### src/rtl/vga_timing_pkg.sv
// vga_timing_pkg
//   Shared definitions for the VGA timing monitor:
//   - default 640x480 raster constants (visible, porches, sync, totals,
//     sync start/end column/line)
//   - monitor state enum
//   - saturating 8-bit increment used by the violation counter
package vga_timing_pkg;

    localparam int H_DISPLAY_DEF = 640;
    localparam int H_FP_DEF      = 16;
    localparam int H_SYNC_DEF    = 96;
    localparam int H_BP_DEF      = 48;
    localparam int V_DISPLAY_DEF = 480;
    localparam int V_FP_DEF      = 10;
    localparam int V_SYNC_DEF    = 2;
    localparam int V_BP_DEF      = 33;

    localparam int H_TOTAL_DEF      = H_DISPLAY_DEF + H_FP_DEF + H_SYNC_DEF + H_BP_DEF; // 800
    localparam int H_SYNC_START_DEF = H_DISPLAY_DEF + H_FP_DEF;                         // 656
    localparam int H_SYNC_END_DEF   = H_SYNC_START_DEF + H_SYNC_DEF;                    // 752
    localparam int V_TOTAL_DEF      = V_DISPLAY_DEF + V_FP_DEF + V_SYNC_DEF + V_BP_DEF; // 525
    localparam int V_SYNC_START_DEF = V_DISPLAY_DEF + V_FP_DEF;                         // 490
    localparam int V_SYNC_END_DEF   = V_SYNC_START_DEF + V_SYNC_DEF;                    // 492

    typedef enum logic [1:0] {
        SEARCH    = 2'd0,
        H_ALIGNED = 2'd1,
        VERIFY    = 2'd2,
        LOCKED    = 2'd3
    } mon_state_t;

    function automatic logic [7:0] sat_inc8(input logic [7:0] v);
        return (v == 8'hFF) ? v : v + 8'd1;
    endfunction

endpackage

### src/rtl/vga_mon_axis.sv
// vga_mon_axis
//   One axis (horizontal or vertical) of the raster tracker. Keeps a
//   free-running position counter, reloads it on the sync assertion edge and
//   checks that both sync edges land where the prediction says they should.
//
//   clk, rst   clock / synchronous active-high reset
//   pix_en     pixel tick; nothing moves without it
//   adv        advance enable (1 for H, H wrap for V)
//   sync       normalised sync (1 = asserted)
//   cnt        registered position of the last sampled pixel
//   cnt_next   position being assigned to the current sample
//   wrap       counter wraps TOTAL-1 -> 0 on this tick
//   rise       sync assertion edge on this tick
//   viol       edge-position violation on this tick
module vga_mon_axis
    import vga_timing_pkg::*;
#(
    parameter int TOTAL      = H_TOTAL_DEF,
    parameter int SYNC_START = H_SYNC_START_DEF,
    parameter int SYNC_END   = H_SYNC_END_DEF,
    parameter bit HOLD_CHECK = 1'b1,
    parameter int W          = 10
) (
    input  logic         clk,
    input  logic         rst,
    input  logic         pix_en,
    input  logic         adv,
    input  logic         sync,
    output logic [W-1:0] cnt,
    output logic [W-1:0] cnt_next,
    output logic         wrap,
    output logic         rise,
    output logic         viol
);

    localparam logic [W-1:0] LAST  = W'(TOTAL - 1);
    localparam logic [W-1:0] START = W'(SYNC_START);
    localparam logic [W-1:0] STOP  = W'(SYNC_END);

    logic         sync_q;
    logic         fall;
    logic         held;
    logic [W-1:0] pred;

    // Free-running prediction, independent of what the sync pins say.
    always_comb begin
        pred = cnt;
        if (adv) pred = (cnt == LAST) ? '0 : cnt + 1'b1;
    end

    assign rise     = pix_en &  sync & ~sync_q;
    assign fall     = pix_en & ~sync &  sync_q;
    assign held     = pix_en &  sync &  sync_q;
    assign wrap     = pix_en & adv & (cnt == LAST);
    assign cnt_next = rise ? START : pred;

    // A sync still asserted at the predicted end position means the
    // deassertion edge went missing.
    assign viol = (rise && pred != START) ||
                  (fall && pred != STOP)  ||
                  (HOLD_CHECK && held && pred == STOP);

    always_ff @(posedge clk) begin
        if (rst) begin
            cnt    <= '0;
            sync_q <= 1'b0;
        end else if (pix_en) begin
            cnt    <= cnt_next;
            sync_q <= sync;
        end
    end

endmodule

### src/rtl/vga_timing_monitor.sv
// vga_timing_monitor
//   Passive checker for a VGA raster. Recovers pixel coordinates from the
//   observed syncs, acquires lock after one clean frame and then flags any
//   timing deviation with sticky flags and a saturating counter.
//
//   Optional feature macro: VGA_MON_DE_CHECK_EN -- when defined, video_on is
//   compared against the recovered visible window and drives de_err; when
//   undefined video_on is ignored and de_err stays 0.
//
//   clk, rst          clock / synchronous active-high reset
//   pix_en            pixel tick
//   horizontal_sync   observed hsync (polarity set by SYNC_ACTIVE_LOW)
//   vertical_sync     observed vsync
//   video_on          observed display enable
//   clr_err           clears sticky flags and err_count (any clk edge)
//   x_rec, y_rec      recovered coordinate of the last sampled pixel
//   locked            raster tracked with no violation since lock
//   h_err/v_err/de_err sticky violation flags
//   err_count         saturating violation count
//   frame_cnt         frames completed while locked (wraps)
module vga_timing_monitor
    import vga_timing_pkg::*;
#(
    parameter int H_DISPLAY       = H_DISPLAY_DEF,
    parameter int H_FP            = H_FP_DEF,
    parameter int H_SYNC          = H_SYNC_DEF,
    parameter int H_BP            = H_BP_DEF,
    parameter int V_DISPLAY       = V_DISPLAY_DEF,
    parameter int V_FP            = V_FP_DEF,
    parameter int V_SYNC          = V_SYNC_DEF,
    parameter int V_BP            = V_BP_DEF,
    parameter bit SYNC_ACTIVE_LOW = 1'b1
) (
    input  logic        clk,
    input  logic        rst,
    input  logic        pix_en,
    input  logic        horizontal_sync,
    input  logic        vertical_sync,
    input  logic        video_on,
    input  logic        clr_err,
    output logic [9:0]  x_rec,
    output logic [9:0]  y_rec,
    output logic        locked,
    output logic        h_err,
    output logic        v_err,
    output logic        de_err,
    output logic [7:0]  err_count,
    output logic [15:0] frame_cnt
);

    localparam int H_TOTAL = H_DISPLAY + H_FP + H_SYNC + H_BP;
    localparam int H_SS    = H_DISPLAY + H_FP;
    localparam int H_SE    = H_SS + H_SYNC;
    localparam int V_TOTAL = V_DISPLAY + V_FP + V_SYNC + V_BP;
    localparam int V_SS    = V_DISPLAY + V_FP;
    localparam int V_SE    = V_SS + V_SYNC;

    mon_state_t state;

    logic       hs, vs;
    logic [9:0] h_cnt, v_cnt, h_next, v_next;
    logic       h_wrap, v_wrap, h_rise, v_rise, h_viol, v_viol, de_viol;
    logic       checking, any_viol;
    logic       rep_h, rep_v, rep_de, rep_any;

    assign hs = SYNC_ACTIVE_LOW ? ~horizontal_sync : horizontal_sync;
    assign vs = SYNC_ACTIVE_LOW ? ~vertical_sync   : vertical_sync;

    vga_mon_axis #(
        .TOTAL(H_TOTAL), .SYNC_START(H_SS), .SYNC_END(H_SE),
        .HOLD_CHECK(1'b1), .W(10)
    ) u_h_axis (
        .clk(clk), .rst(rst), .pix_en(pix_en), .adv(1'b1), .sync(hs),
        .cnt(h_cnt), .cnt_next(h_next), .wrap(h_wrap), .rise(h_rise),
        .viol(h_viol)
    );

    // The vertical counter advances on the tick where the line wraps, so a
    // vsync edge aligned to column 0 already sees the new line number.
    vga_mon_axis #(
        .TOTAL(V_TOTAL), .SYNC_START(V_SS), .SYNC_END(V_SE),
        .HOLD_CHECK(1'b0), .W(10)
    ) u_v_axis (
        .clk(clk), .rst(rst), .pix_en(pix_en), .adv(h_wrap), .sync(vs),
        .cnt(v_cnt), .cnt_next(v_next), .wrap(v_wrap), .rise(v_rise),
        .viol(v_viol)
    );

    assign checking = (state == VERIFY) || (state == LOCKED);

`ifdef VGA_MON_DE_CHECK_EN
    logic de_exp;
    assign de_exp  = (h_next < 10'(H_DISPLAY)) && (v_next < 10'(V_DISPLAY));
    assign de_viol = pix_en && checking && (video_on != de_exp);
`else
    logic unused_video_on;
    assign unused_video_on = video_on;
    assign de_viol         = 1'b0;
`endif

    assign any_viol = h_viol | v_viol | de_viol;

    // Only violations seen while verifying or locked are reported; before
    // that they merely restart the search.
    assign rep_h   = checking & h_viol;
    assign rep_v   = checking & v_viol;
    assign rep_de  = de_viol;
    assign rep_any = rep_h | rep_v | rep_de;

    assign x_rec = h_cnt;
    assign y_rec = v_cnt;

    always_ff @(posedge clk) begin
        if (rst) begin
            state     <= SEARCH;
            locked    <= 1'b0;
            h_err     <= 1'b0;
            v_err     <= 1'b0;
            de_err    <= 1'b0;
            err_count <= 8'd0;
            frame_cnt <= 16'd0;
        end else begin
            if (pix_en) begin
                unique case (state)
                    SEARCH: begin
                        if (h_rise) state <= H_ALIGNED;
                    end
                    H_ALIGNED: begin
                        if (h_viol)      state <= SEARCH;
                        else if (v_rise) state <= VERIFY;
                    end
                    VERIFY: begin
                        if (any_viol) begin
                            state <= SEARCH;
                        end else if (v_rise) begin
                            state  <= LOCKED;
                            locked <= 1'b1;
                        end
                    end
                    LOCKED: begin
                        if (any_viol) begin
                            state  <= SEARCH;
                            locked <= 1'b0;
                        end
                    end
                    default: begin
                        state  <= SEARCH;
                        locked <= 1'b0;
                    end
                endcase
                if (state == LOCKED && v_wrap) frame_cnt <= frame_cnt + 16'd1;
            end

            // A violation on the same edge as clr_err survives the clear.
            if (clr_err) begin
                h_err     <= rep_h;
                v_err     <= rep_v;
                de_err    <= rep_de;
                err_count <= rep_any ? 8'd1 : 8'd0;
            end else begin
                h_err  <= h_err  | rep_h;
                v_err  <= v_err  | rep_v;
                de_err <= de_err | rep_de;
                if (rep_any) err_count <= sat_inc8(err_count);
            end
        end
    end

endmodule
### config.mk
export PLATFORM = sky130hd
export DESIGN_NAME = vga_timing_monitor
export DESIGN_NICKNAME = d
export VERILOG_FILES = /design/src/rtl/vga_timing_pkg.sv /design/src/rtl/vga_mon_axis.sv /design/src/rtl/vga_timing_monitor.sv
export SDC_FILE = /design/constraint.sdc
export NUM_CORES = 1
export LEC_CHECK = 0
export BUFFER_PORTS_ARGS = -buffer_cell sky130_fd_sc_hd__buf_2
export CAP_MARGIN = 20
export CORE_ASPECT_RATIO = 1.25
export CORE_UTILIZATION = 57
export CTS_CLUSTER_SIZE = 10
export DETAILED_ROUTE_END_ITERATION = 8
export PLACE_DENSITY = 0.79
export SLEW_MARGIN = 10
export SYNTH_ARGS = -nofsm -noshare
export SYNTH_HDL_FRONTEND = slang
export SYNTH_HIERARCHICAL = 1
export SYNTH_SLANG_ARGS = --single-unit
export TNS_END_PERCENT = 50
### constraint.sdc
create_clock -name clk -period 4.4 [get_ports clk]
set_clock_uncertainty 0.15 [all_clocks]
set_input_delay 0.22 -clock clk [delete_from_list [all_inputs] [get_ports clk]]
set_output_delay 0.22 -clock clk [all_outputs]
set_load 0.02 [all_outputs]
After elaboration in Yosys (flattened, before gate mapping):

Index checks and enable logic that the tools add are counted.

* input bits: 7
* register bits after elaboration: 51
* word-level logic and storage cells: 93
* output and inout port bits: 48

* $add $sub $neg: 4
* mux-type cells: 22
* bitwise gates (word level): 22
* eq/ne operators: 18
* reduce and logical (&&, ||, !) cells: 17

Operators with widths (count)
* 2-to-1 mux 10 bit: 5
* equality test 10 bit, second input constant: 3
* 2-to-1 mux 8 bit: 3
* adder 10 x 1 -> 10 bit, second input constant: 2
* != test 10 bit, second input constant: 2
* != test 10 x 9 -> 1 bit, second input constant: 2
* adder 16 x 1 -> 16 bit, second input constant: 1
* AND 1 bit: 14
* 2-to-1 mux 2 bit: 6
* AND reduction 5 bit: 2
* adder 8 x 1 -> 8 bit, second input constant: 1
* equality test 8 bit, second input constant: 1
* case mux 2 bit (4 select lines): 1
* logical AND 1 bit: 6
* 2-to-1 mux 1 bit: 6
* != test 2 bit, second input constant: 3
* != test 3 x 2 -> 1 bit, second input constant: 2
* equality test 2 bit, second input constant: 2
* logical OR 1 bit: 4
* != test 2 x 1 -> 1 bit, second input constant: 2
* NOT 1 bit: 4
* bitwise OR 1 bit: 4
* AND reduction 2 bit: 2
* nonzero test 2 bit: 2
* 3 further kinds: 3

Logic depth before layout (Yosys ltp):

* depth in word-level cells: 10
* depth in mapped cells: 15
* gate-level depth less buffers: 14

Hierarchy:

The synthesis kept the hierarchy.

Modules (own cells, without submodules)
* vga_timing_monitor: area each 1417.6 um2, times used 1, cells an instance 165, sequential area each 580.6 um2
* vga_mon_axis at u_v_axis: area each 991.0 um2, times used 1, cells an instance 126, sequential area each 220.2 um2
* vga_mon_axis at u_h_axis: area each 859.6 um2, times used 1, cells an instance 115, sequential area each 220.2 um2

Worst setup path before layout:

OpenSTA, ideal clock, no wires.

* path type: reg-to-reg
* start point: register u_h_axis.cnt[0]
* end point: register state[0]
* setup slack: 0.707 ns
* required time: 4.134 ns
* data arrival time: 3.427 ns
* period minus slack after synthesis: 3.693 ns
* stages on the path, launching flop included: 16
* path buffers: 1
* setup time: 0.116 ns
* cell sequence: dfxtp_1 -> ha_1 -> nand3_1 -> nor4_1 -> inv_1 -> nor2_1 -> buf_4 -> nand4_4 -> nor3_2 -> nor2_1 -> o311a_1 -> a31oi_1 -> nor2_1 -> a311oi_1 -> a21oi_1 -> a31o_2

* cells in the longest elaborated chain, start to end: 9
* elaborated cells on any way between the ends: 26
* those cells by class: add/sub: 1; eq/ne: 9; mux: 5; bitwise: 2; reduce/logical: 9

RTL lines
* start: declaration: line vga_mon_axis.sv:29 `output logic [W-1:0] cnt,`
* start signal: assignment: line vga_mon_axis.sv:68 `cnt <= cnt_next;`
* equality test 10 bit (*): line vga_mon_axis.sv:54 `assign wrap = pix_en & adv & (cnt == LAST);`
* AND 1 bit (*): line vga_mon_axis.sv:54
* named net h_wrap: line vga_timing_monitor.sv:62 `logic h_wrap, v_wrap, h_rise, v_rise, h_viol, v_viol, de_viol;`
* 2-to-1 mux 10 bit (*): line vga_mon_axis.sv:48 `if (adv) pred = (cnt == LAST) ? '0 : cnt + 1'b1;`
* != test 10 x 9 -> 1 bit (on tied branches): line vga_mon_axis.sv:59, vga_mon_axis.sv:60
* logical AND 1 bit (on tied branches): line vga_mon_axis.sv:59, vga_mon_axis.sv:60
* logical OR 1 bit (*): line vga_mon_axis.sv:59 `assign viol = (rise && pred != START) ||`
* named net v_viol: line vga_timing_monitor.sv:62
* bitwise OR 1 bit (*): line vga_timing_monitor.sv:101 `assign any_viol = h_viol | v_viol | de_viol;`
* != test 3 x 2 -> 1 bit (no source line) (tied with other cells)
* AND reduction 5 bit (no source line) or case mux 2 bit (4 select lines) (tied branches)
* end signal: assignment: line vga_timing_monitor.sv:115 `state <= SEARCH;`
* end signal: assignment: line vga_timing_monitor.sv:126 `if (h_rise) state <= H_ALIGNED;`
* end signal: assignment: line vga_timing_monitor.sv:129 `if (h_viol) state <= SEARCH;`
* end: declaration: line vga_timing_monitor.sv:58 `mon_state_t state;`

Mark *: on every way through the listed nets, which the timed path passes. The rest lies on a longest branch.
A chain may end at the register's enable or synchronous reset.

Final worst setup path:

Same ends and word-level chain as after synthesis.

==> impl_metrics.csv <==
group,metric,value,unit
place,pre_cts_ws,0.589,ns
clock_tree,cts.sinks,51,
final_layout,syn2layout_area_growth,10.0,%
critical_path,path_max_fanout,10,
sta,drv_slew,0,
global_routing,grt_busiest_layer,"met2",
global_routing,grtUsageTotal,25.2,%
critical_path,required,4.47,ns
sta,timing.final.ws_setup,0.558,ns
global_routing,antenna_found_initial,0,
floorplanning,die_w,68.5,µm
floorplanning,die_h,85.1,µm
detailed_routing,ant_nets,0,
critical_path,cpPeakStageDelay,0.49,ns
critical_path,arrival,3.91,ns
sta,max-slew-margin-rel,43.0,%
place,io_buffers,52,
floorplanning,io_pins,55,
critical_path,cp-start-kind,"flop",
global_routing,first_global_vias,2574,
clock_tree,cts_resized,0,
global_routing,grt-ovfl-total,0,
worst_hold_path,hold_depth,4,
power,p_clk_share,33.3,%
sta,setup_tns,0,ns
power,combPwrFrac,10.8,%
sta,post-route-min-period,3.84,ns
global_routing,grtUsageMet2,42.4,%
clock_tree,cts_tree,"yes",
critical_path,path_buf_inv,3,
run_status,status,"complete, no violations",
sta,hold_violations,0,
global_routing,grt_pass1_wl,11600,µm
clock_tree,insertion_delay,0.31,ns
clock_tree,clockBufferDepth,2,
power,irDropWorstVdd,0.000169,V
clock_tree,clock-root-buffer,"clkbuf_8",
detailed_routing,dr.pass1.iters,4,
place,dpl-instance-area,0.00336,mm²
critical_path,r2r_start,"u_h_axis/cnt[0]",
worst_hold_path,worstHoldStart,"vertical_sync",
clock_tree,postCtsSetupBuffers,0,
critical_path,reg2reg_to,"state[0]",
power,sw_frac_of_total,29.0,%
detailed_routing,wl_per_cell,14.3,µm
critical_path,end_kind,"flop",
critical_path,path_cells,"ha_1, nand3_1, nor4_1, inv_1, nor2_1, buf_4, nand4_4, nor3_2, nor2_1, o311a_1, a31oi_1, buf_4, nor2_1, a311oi_1, a21oi_1, a31o_2",
power,p_sw,0.255,mW
critical_path,crit_type,"reg2reg",
sta,tightest_slew,0.855,ns
synthesis,syn_area,0.00315,mm²
detailed_routing,drc_errors,0,
global_routing,grt_max_degree,48,
final_layout,stdcell_count,483,
place,hpwlAfterDp,4790,µm
job,cap_violations,0,
power,seqPwrFrac,55.9,%
floorplanning,rows,29,
floorplanning,dieArea,0.00582,mm²
detailed_routing,wl,6910,µm
sta,clock.fmax,260,MHz
critical_path,worst-r2r-setup-slack,0.56,ns
global_routing,grtUsageMet3,4.30,%
worst_hold_path,holdPathEnd,"u_v_axis/sync_q",
clock_tree,hold_buffers,0,
power,total_power,0.880,mW
detailed_routing,drt_iter0_drc,220,
power,powerDensity,254,mW/mm²
power,p_leak,1.45,nW
detailed_routing,viasPerCell,6.08,
sta,rsz0062_at_grt,"no",
detailed_routing,num_vias,2935,
critical_path,r2r_cells,16,
sta,period_share,87.3,%
synthesis,syn_inst,383,
synthesis,syn_avg_cell_area,8.22,µm²
clock_tree,cts_buffers,5,
synthesis,yosysWarnings,6,
floorplanning,start_util,60.6,%
floorplanning,design.core.area,0.00519,mm²
clock_tree,clk_pin_slew_worst_paths,0.11,ns
critical_path,crit_path_top_delay_cell,"a311oi_1",
final_layout,layout-drive-gt1-share,20.7,%
final_layout,final_cell_area,0.00346,mm²
final_layout,nNetsFinal,432,
place,placed_cells,475,
clock_tree,h-tree-depth,2,
final_layout,antennaDiodeCount,0,
global_routing,grt_use_met1,32.0,%
power,intPower,0.625,mW
worst_hold_path,hold_class,"in2reg",
critical_path,crit_top_cell,"nor2_1",
critical_path,critical-path-top-delay-family,"compound AO/OA/AOI/OAI gates",
sta,finalSetupViolations,0,
place,gp_congestion,0.854,
-- final cells by class --
class / instances / area (µm²)
repair buffers: 55 / 283
clock buffers: 5 / 68.8
clock inverters: 3 / 28.8
multi-input cells: 289 / 1920
inverters: 18 / 67.6
flip-flops and latches: 51 / 1020
fillers: 494 / 1730
well taps: 62 / 77.6
-- power groups by stage --
| stage | sequential [mW] | combinational, mW | clock (mW) |
|---|---|---|---|
| 3_3_place_gp | 0.501 | 0.0917 | 0 |
| 4_1_cts | 0.492 | 0.0944 | 0.299 |
| 2_1_floorplan | 0.502 | 0.0726 | 0 |
| 5_1_grt | 0.494 | 0.105 | 0.318 |
| 6_report | 0.492 | 0.0949 | 0.293 |
| 3_5_place_dp | 0.502 | 0.0940 | 0 |
-- placed cells by master, fill, tap and decap left out, drive strengths merged, types with 4 or more instances in the layout --
cell    count
nor4        8
or3         6
nand2      27
nor2b       4
and2        4
nand4      16
a311oi      9
a211oi      4
a21oi      15
and4        7
nor3       12
ha          5
and3        4
nand3      15
clkbuf      5
xnor2      11
dfxtp      51
o21ai      20
mux2i       7
inv        19
nor4b       4
nor2       54
xor2       19
buf        55
-- flip-flops by register name (all words and copies together), names as in the netlist --
signal,cells
u_h_axis/cnt,10
u_v_axis/cnt,10
state,2
v_err,1
u_h_axis/sync_q,1
u_v_axis/sync_q,1
locked,1
err_count,8
frame_cnt,16
h_err,1
-- per-layer routing --
| metal | vias to the layer above | part of all wire [%] |
|---|---|---|
| li1 | 1439 | - |
| met2 | 64 | 51 |
| met5 | - | 0 |
| met1 | 1419 | 45 |
| met3 | 13 | 3.5 |
| met4 | 0 | 1.4 |
-- worst register-to-register path, stage by stage, from the launching register on --
cell and delay, ns:
dfxtp_1 0.47, ha_1 0.27, nand3_1 0.13, nor4_1 0.37, inv_1 0.10, nor2_1 0.10, buf_4 0.19, nand4_4 0.17
nor3_2 0.19, nor2_1 0.05, o311a_1 0.33, a31oi_1 0.17, buf_4 0.17, nor2_1 0.06, a311oi_1 0.49, a21oi_1 0.12
a31o_2 0.22
-- worst max path at each step --
stage               startpoint       end  slack, ns  cells after the start
6_report       u_h_axis/cnt[0]  state[0]       0.56                     16
5_1_grt        u_h_axis/cnt[0]  state[0]       0.19                     16
4_1_cts        u_h_axis/cnt[0]  state[0]       0.58                     16
3_5_place_dp   u_h_axis/cnt[0]  state[0]       0.59                     16
3_3_place_gp   u_h_axis/cnt[0]  state[0]       0.66                     16
2_1_floorplan  u_h_axis/cnt[0]  state[0]       0.77                     15
-- through the flow --
| step | hold slack (ns) | utilization, % |
|---|---|---|
| floorplan | 0.142 | - |
| global placement | 0.339 | 64.8 |
| detailed placement | 0.342 | 64.8 |
| CTS | 0.101 | 66.7 |
| global route | 0.146 | 66.7 |
| finish | 0.108 | 66.7 |
Power figures use the tool's default switching activity.
